[src/rtl/calculator_pkg.sv]
// Shared widths and sequencer state encoding for the calculator datapath.
package calculator_pkg;

   localparam int ADDR_W        = 10;
   localparam int DATA_W        = 32;
   localparam int MEM_WORD_SIZE = 64;

   typedef enum logic [2:0] {
      S_IDLE,
      S_READ,
      S_LOAD,
      S_ADD,
      S_PAD,
      S_PADADD,
      S_WRITE,
      S_DONE
   } state_t;

endpackage

[src/rtl/calc_sequencer.sv]
// Walks a memory range, feeds word halves to the adder, packs two sums per
// result_buffer word and writes each packed word back to memory.
module calc_sequencer
   import calculator_pkg::*;
#(
   parameter int ADDR_W        = calculator_pkg::ADDR_W,
   parameter int DATA_W        = calculator_pkg::DATA_W,
   parameter int MEM_WORD_SIZE = calculator_pkg::MEM_WORD_SIZE
) (
   input  logic                     clk_i,
   input  logic                     rst_i,
   input  logic                     start_i,
   input  logic [ADDR_W-1:0]        rd_start_addr_i,
   input  logic [ADDR_W-1:0]        rd_end_addr_i,
   input  logic [ADDR_W-1:0]        wr_start_addr_i,
   output logic                     mem_rd_en_o,
   output logic                     mem_wr_en_o,
   output logic [ADDR_W-1:0]        mem_addr_o,
   input  logic [MEM_WORD_SIZE-1:0] mem_rd_data_i,
   output logic [DATA_W-1:0]        op_a_o,
   output logic [DATA_W-1:0]        op_b_o,
   output logic                     loc_sel_o,
   input  logic [MEM_WORD_SIZE-1:0] buffer_i,
   output logic                     busy_o,
   output logic                     done_o
);

   state_t              state_reg, state_next;
   logic [ADDR_W-1:0]   rd_ptr_reg, rd_ptr_next;
   logic [ADDR_W-1:0]   wr_ptr_reg, wr_ptr_next;
   logic [ADDR_W-1:0]   rd_end_reg, rd_end_next;
   logic [DATA_W-1:0]   op_a_reg, op_a_next;
   logic [DATA_W-1:0]   op_b_reg, op_b_next;
   logic                loc_sel_reg, loc_sel_next;

   always_ff @(posedge clk_i) begin
      if (rst_i) begin
         state_reg   <= S_IDLE;
         rd_ptr_reg  <= '0;
         wr_ptr_reg  <= '0;
         rd_end_reg  <= '0;
         op_a_reg    <= '0;
         op_b_reg    <= '0;
         loc_sel_reg <= 1'b0;
      end else begin
         state_reg   <= state_next;
         rd_ptr_reg  <= rd_ptr_next;
         wr_ptr_reg  <= wr_ptr_next;
         rd_end_reg  <= rd_end_next;
         op_a_reg    <= op_a_next;
         op_b_reg    <= op_b_next;
         loc_sel_reg <= loc_sel_next;
      end
   end

   always_comb begin
      state_next   = state_reg;
      rd_ptr_next  = rd_ptr_reg;
      wr_ptr_next  = wr_ptr_reg;
      rd_end_next  = rd_end_reg;
      op_a_next    = op_a_reg;
      op_b_next    = op_b_reg;
      loc_sel_next = loc_sel_reg;
      case (state_reg)
         S_IDLE: begin
            if (start_i) begin
               rd_ptr_next  = rd_start_addr_i;
               wr_ptr_next  = wr_start_addr_i;
               rd_end_next  = rd_end_addr_i;
               loc_sel_next = 1'b0;
               state_next   = (rd_end_addr_i < rd_start_addr_i) ? S_DONE : S_READ;
            end
         end
         S_READ: state_next = S_LOAD;
         S_LOAD: begin
            op_a_next  = mem_rd_data_i[DATA_W-1:0];
            op_b_next  = mem_rd_data_i[MEM_WORD_SIZE-1:DATA_W];
            state_next = S_ADD;
         end
         S_ADD: begin
            if (loc_sel_reg) begin
               state_next = S_WRITE;
            end else if (rd_ptr_reg != rd_end_reg) begin
               // Equality test keeps rd_end at the top of the address space safe.
               loc_sel_next = 1'b1;
               rd_ptr_next  = rd_ptr_reg + ADDR_W'(1);
               state_next   = S_READ;
            end else begin
               state_next = S_PAD;
            end
         end
         S_PAD: begin
            op_a_next    = '0;
            op_b_next    = '0;
            loc_sel_next = 1'b1;
            state_next   = S_PADADD;
         end
         S_PADADD: state_next = S_WRITE;
         S_WRITE: begin
            wr_ptr_next  = wr_ptr_reg + ADDR_W'(1);
            loc_sel_next = 1'b0;
            if (rd_ptr_reg == rd_end_reg) begin
               state_next = S_DONE;
            end else begin
               rd_ptr_next = rd_ptr_reg + ADDR_W'(1);
               state_next  = S_READ;
            end
         end
         S_DONE:  state_next = S_IDLE;
         default: state_next = S_IDLE;
      endcase
   end

   assign mem_rd_en_o = (state_reg == S_READ);
   assign mem_wr_en_o = (state_reg == S_WRITE);
   assign mem_addr_o  = (state_reg == S_READ)  ? rd_ptr_reg :
                        (state_reg == S_WRITE) ? wr_ptr_reg : '0;
   assign op_a_o      = op_a_reg;
   assign op_b_o      = op_b_reg;
   assign loc_sel_o   = loc_sel_reg;
   assign busy_o      = (state_reg != S_IDLE);
   assign done_o      = (state_reg == S_DONE);

   // Write data comes straight from result_buffer outside this block.
   logic unused_buffer;
   assign unused_buffer = ^buffer_i;

endmodule

[config.mk]
export PLATFORM = sky130hd
export DESIGN_NAME = calc_sequencer
export DESIGN_NICKNAME = d
export VERILOG_FILES = /design/src/rtl/calculator_pkg.sv /design/src/rtl/calc_sequencer.sv
export SDC_FILE = /design/constraint.sdc
export NUM_CORES = 1
export LEC_CHECK = 0
export CORE_MARGIN = 1.5
export CORE_UTILIZATION = 42
export DETAILED_ROUTE_END_ITERATION = 10
export PLACE_DENSITY = 0.95
export SLEW_MARGIN = 15
export SYNTH_ARGS = -nofsm -noshare
export SYNTH_HDL_FRONTEND = slang
export SYNTH_SLANG_ARGS = --single-unit
export TNS_END_PERCENT = 20
[constraint.sdc]
create_clock -name clk_i -period 5.5 [get_ports clk_i]
set_input_delay 0.825 -clock clk_i [delete_from_list [all_inputs] [get_ports clk_i]]
set_output_delay 0.825 -clock clk_i [all_outputs]
set_load 0.01 [all_outputs]
; ---- After elaboration in Yosys (flattened, before gate mapping)
; Index checks and enable logic that the tools add are counted.
[word_totals]
regBits = 98
input_bits = 161
out_inout_bits = 79
[classes]
addsub = 2
magnitude_cmp = 1
eq_ne = 13
mux = 21
n_reduce_logical = 10
[op_table]
columns = operator, count
row1 = $pmux 32 s2, 2
row2 = $mux 10, 7
row3 = $pmux 10 s3, 1
row4 = $pmux 3 s8, 1
row5 = $add 10x1->10 const B, 2
row6 = $pmux 10 s2, 1
row7 = $mux 3, 5
row8 = $eq 3x3->1 const B, 4
row9 = $eq 10x10->1, 1
row10 = $lt 10x10->1, 1
row11 = $ne 10x10->1, 1
row12 = $ne 2x2->1 const B, 4
row13 = $eq 3x2->1 const B, 2
row14 = $reduce_and 2->1, 3
row15 = $reduce_bool 3->1, 2
row16 = $reduce_and 5->1, 1
row17 = $pmux 1 s4, 1
row18 = $reduce_bool 2->1, 2
row19 = $reduce_bool 4->1, 1
row20 = $eq 3x1->1 const B, 1
row21 = $logic_not 3->1, 1
row22 = $mux 1, 3

; ---- Longest topological paths before layout
[depth]
depth_word = 4
mapped_depth = 8

; ---- Least setup slack after synthesis
; OpenSTA, ideal clock, no wires.
[synth_path]
path_type = register -> output
start = register state_reg[0]
end = output port mem_addr_o[0]
t_arrival_ps = 1525
t_required_ps = 4675
slack_ps = 3150
path_stages_with_launch = 6
n_path_buf = 2
path_cell_list = dfxtp_1 -> buf_6 -> nand3b_1 -> inv_2 -> buf_1 -> a22o_1
[synth_via]
elab_chain_cells = 3
[synth_rtl]
columns = item, line
row1 = "start, declared", calc_sequencer.sv:28  ; state_t state_reg, state_next;
row2 = "start signal, assigned", calc_sequencer.sv:46  ; state_reg <= state_next;
row3 = $eq 3x3->1, -
row4 = named net mem_wr_en_o, calc_sequencer.sv:17  ; output logic mem_wr_en_o,
row5 = $mux 10, calc_sequencer.sv:117  ; (state_reg == S_WRITE) ? wr_ptr_reg : '0;
row6 = $mux 10, calc_sequencer.sv:116  ; assign mem_addr_o = (state_reg == S_READ) ? rd_ptr_reg :
row7 = "end, declared", calc_sequencer.sv:18  ; output logic [ADDR_W-1:0] mem_addr_o,
; The timed path passes the listed nets, and every way through them passes these cells.

; ---- Worst setup path in the final report
[layout_path]
start = register state_reg[2]
end = output port mem_addr_o[9]
[layout_via]
elab_chain_cells = 3
[layout_rtl]
columns = item, line
row1 = $eq 3x3->1, calc_sequencer.sv:117
row2 = $mux 10, calc_sequencer.sv:117
row3 = $mux 10 *, calc_sequencer.sv:116
; Mark *: on every way between the ends. The rest lies on a longest branch, timed or not.

==> impl_metrics.tcl <==
set metrics [dict create \
    status "complete, no violations" \
    fmax_mhz 264.5 \
    tightest_slew_ns 1.157 \
    critPathMaxStageDelay_ns 0.64 \
    rr_startpoint "state_reg[2]" \
    netlist.area_leader.share 0.4449 \
    clkSinkCount 98 \
    min_from "rd_end_reg[3]" \
    drt_iter0_drc 232 \
    critPathKind "flip-flop to output port" \
    sw_frac_of_total 0.4121 \
    start_kind "flip-flop" \
    yosysWarnings 0 \
    crit_required_ns 4.68 \
    nFillCells 842 \
    internal-power_uw 1605 \
    hpwl_microns 9985 \
    power.share.clock 0.163 \
    async_flop_share 0 \
    setup_slack_ns 1.719 \
    area_delta_synth_final_pct 44.35 \
    relSlewSlack 0.2286 \
    initial_core_util 0.4290 \
    path_cells "nand3b_1, inv_2, a22o_1, clkdlybuf4s50_1" \
    power_switching_uw 1125 \
    antenna_found_initial 0 \
    rsz0062_at_grt "false" \
    ios 240 \
    dpl.cell_count 784 \
    wl_microns 14030 \
    power_density_nw_per_um2 429.0 \
    cap_viol_max_count 0 \
    cts-resized-gates 0 \
    yosysSeqAreaShare 0.4449 \
    syn_inst 511 \
    hold_violations 0 \
    overflow 0 \
    finalSetupViolations 0 \
    hp-class "flip-flop to flip-flop" \
    fin_tns_setup_ns 0 \
    final_cells 800 \
    critPathSlowestCell "dfxtp_1" \
    numPortBuffers 175 \
    grt_pass1_vias 4626 \
    critPathLaunch "state_reg[2]" \
    yosysTopAreaCell "dfxtp_1" \
    rows 37 \
    worstPathArrival_ns 2.96 \
    clk_latency_ns 0.37 \
    cts_tree "yes" \
    cts_htree_levels 3 \
    final_antenna_net_count 0 \
    drc 0 \
    synth-edff-count 0 \
    clock-skew-final_ns 0.005815 \
    drive_above_1_share 0.04518 \
    wl_per_cell_microns 17.53 \
    vdd_drop_max_uv 232.7 \
    power_frac_comb 0.441 \
    power.leakage_uw 0.002302 \
    cts.clk_slew.worst_paths_ns 0.10 \
    cp_top_family "buffers and inverters" \
    grt_usage 0.2497 \
    viasPerCell 5.751 \
    dp_slack_ns 2.164 \
    period_share 0.6874 \
    nets 831 \
    cts_hold_buf 0 \
    synth.area.top_cells "dfxtp_1 44%, a22oi_1 11%, nor2_1 7.0%, nand2_1 3.5%, a21oi_1 3.2%" \
    synth.distinct_cells 54 \
    avgSynthCellArea_sq_um 8.629 \
    grt_max_degree 65 \
    die_y_microns 105.5 \
    core_area_sq_um 10280 \
    p_total_uw 2731 \
    dieArea_sq_um 11120 \
    num_vias 4601 \
    synth_seq_cells 98 \
    period_needed_ns 3.781 \
    postCtsSetupBuffers 0 \
    end_kind "output port" \
    firstDrtPassIters 5 \
    root_buffer "clkbuf_8" \
    cp_max_fo 19 \
    die_x_microns 105.5 \
    p_seq_frac 0.396 \
    cp_num_buf_inv 2 \
    ys.flop_type "dfxtp_1" \
    clockBufferDepth 2 \
    cts_buffers 9 \
    synth_nets 683 \
    n_antenna_cell 0 \
    place.gp.congestion 0.8219 \
    drv_slew 0 \
    synth_area_sq_um 4409 \
    grt_pass1_wl_microns 22270 \
]
kinds of logic after synthesis:
kind of cell    after synthesis  synth area share
simple gates                172            0.1819
fa+ha+maj                    11           0.03121
buf+inv                      54           0.05164
xor+xnor                     12           0.02384
flops                        98            0.4449
mux                           1          0.002270
compound gates              163            0.2642
power by group through the flow:
stage          Clock (uW)  Sequential, uW  Combinational [uW]
2_1_floorplan           0            1050                 751
3_3_place_gp            0            1080                1140
3_5_place_dp            0            1090                1190
4_1_cts               455            1080                1200
5_1_grt               484            1100                1320
6_report              446            1080                1200
cells in the final DEF, fill, tap and decap left out, types with 4 or more instances in the layout:
cell type / n
nand2_1: 41
xnor2_1: 11
o211ai_1: 4
o21ai_0: 13
o31ai_1: 6
ha_1: 11
nand3_1: 9
a211oi_1: 7
a22o_1: 12
a22oi_1: 66
nor3_1: 6
a221oi_1: 4
nor2_1: 81
clkbuf_8: 9
a21oi_1: 28
inv_1: 12
clkdlybuf4s50_1: 174
and3_1: 4
dfxtp_1: 98
nor3b_1: 4
final timing paths:
kind / end / slack (ns) / cells past startpoint
setup / recovery: mem_addr_o[9] / 1.72 / 4
hold / removal: rd_end_reg[3] / 0.48 / 2
setup reg to reg: rd_ptr_reg[0] / 2.81 / 5
hold reg to reg: rd_end_reg[3] / 0.48 / 2
metal layers:
metal | track usage | up-vias | routed length [microns]
met2 | 0.4328 | 194 | 6902
met1 | 0.2808 | 2217 | 5558
met5 | 0 | - | 0
met3 | 0.08472 | 29 | 1157
met4 | 0.09980 | 0 | 408
li1 | - | 2161 | -
final cells by class:
class	instances	area [sq um]	area share
clock buffers	9	123.9	0.01946
clock inverters	7	62.56	0.009829
inverters	13	48.80	0.007667
multi-input cells	359	2228	0.3501
flip-flops and latches	98	1962	0.3082
well taps	136	170.2	0.02673
repair buffers	178	1769	0.2780
synth_stat cells (all sizes together) (2+ instances only):
library cell  count
or4               2
nand3b            2
ha               11
clkbuf           27
o221a             2
and3              4
buf              14
o31ai             6
a21o              2
a21oi            28
nor2             83
o211ai            4
a31oi             2
nor4              4
and4              2
inv              13
a22oi            66
nor3b             4
dfxtp            98
nand4             2
xnor2            11
o2111ai           2
and2              2
o21ai            16
nor3              8
nand2            43
a311oi            2
a22o             12
a211oi            7
nand3             9
o311ai            4
or3               2
a221oi            4
nand2b            3
per-stage QoR:
stage / utilization / hold WS, ns / area (sq um)
6_report: 0.6193 / 0.4839 / 6365
2_1_floorplan: - / 0.4488 / 4409
4_1_cts: 0.6193 / 0.4779 / 6365
3_5_place_dp: 0.6012 / 0.4634 / 6178
5_1_grt: 0.6193 / 0.5007 / 6365
3_3_place_gp: 0.6012 / 0.4565 / 6178
worst reg2reg max path: stages (launching register included):
cell and delay [ns]:
dfxtp_1 0.64, nand3b_1 0.64, inv_2 0.54, nor3_4 0.14, or4_1 0.52, a31oi_1 0.16
(Power assumes the default switching activity.)
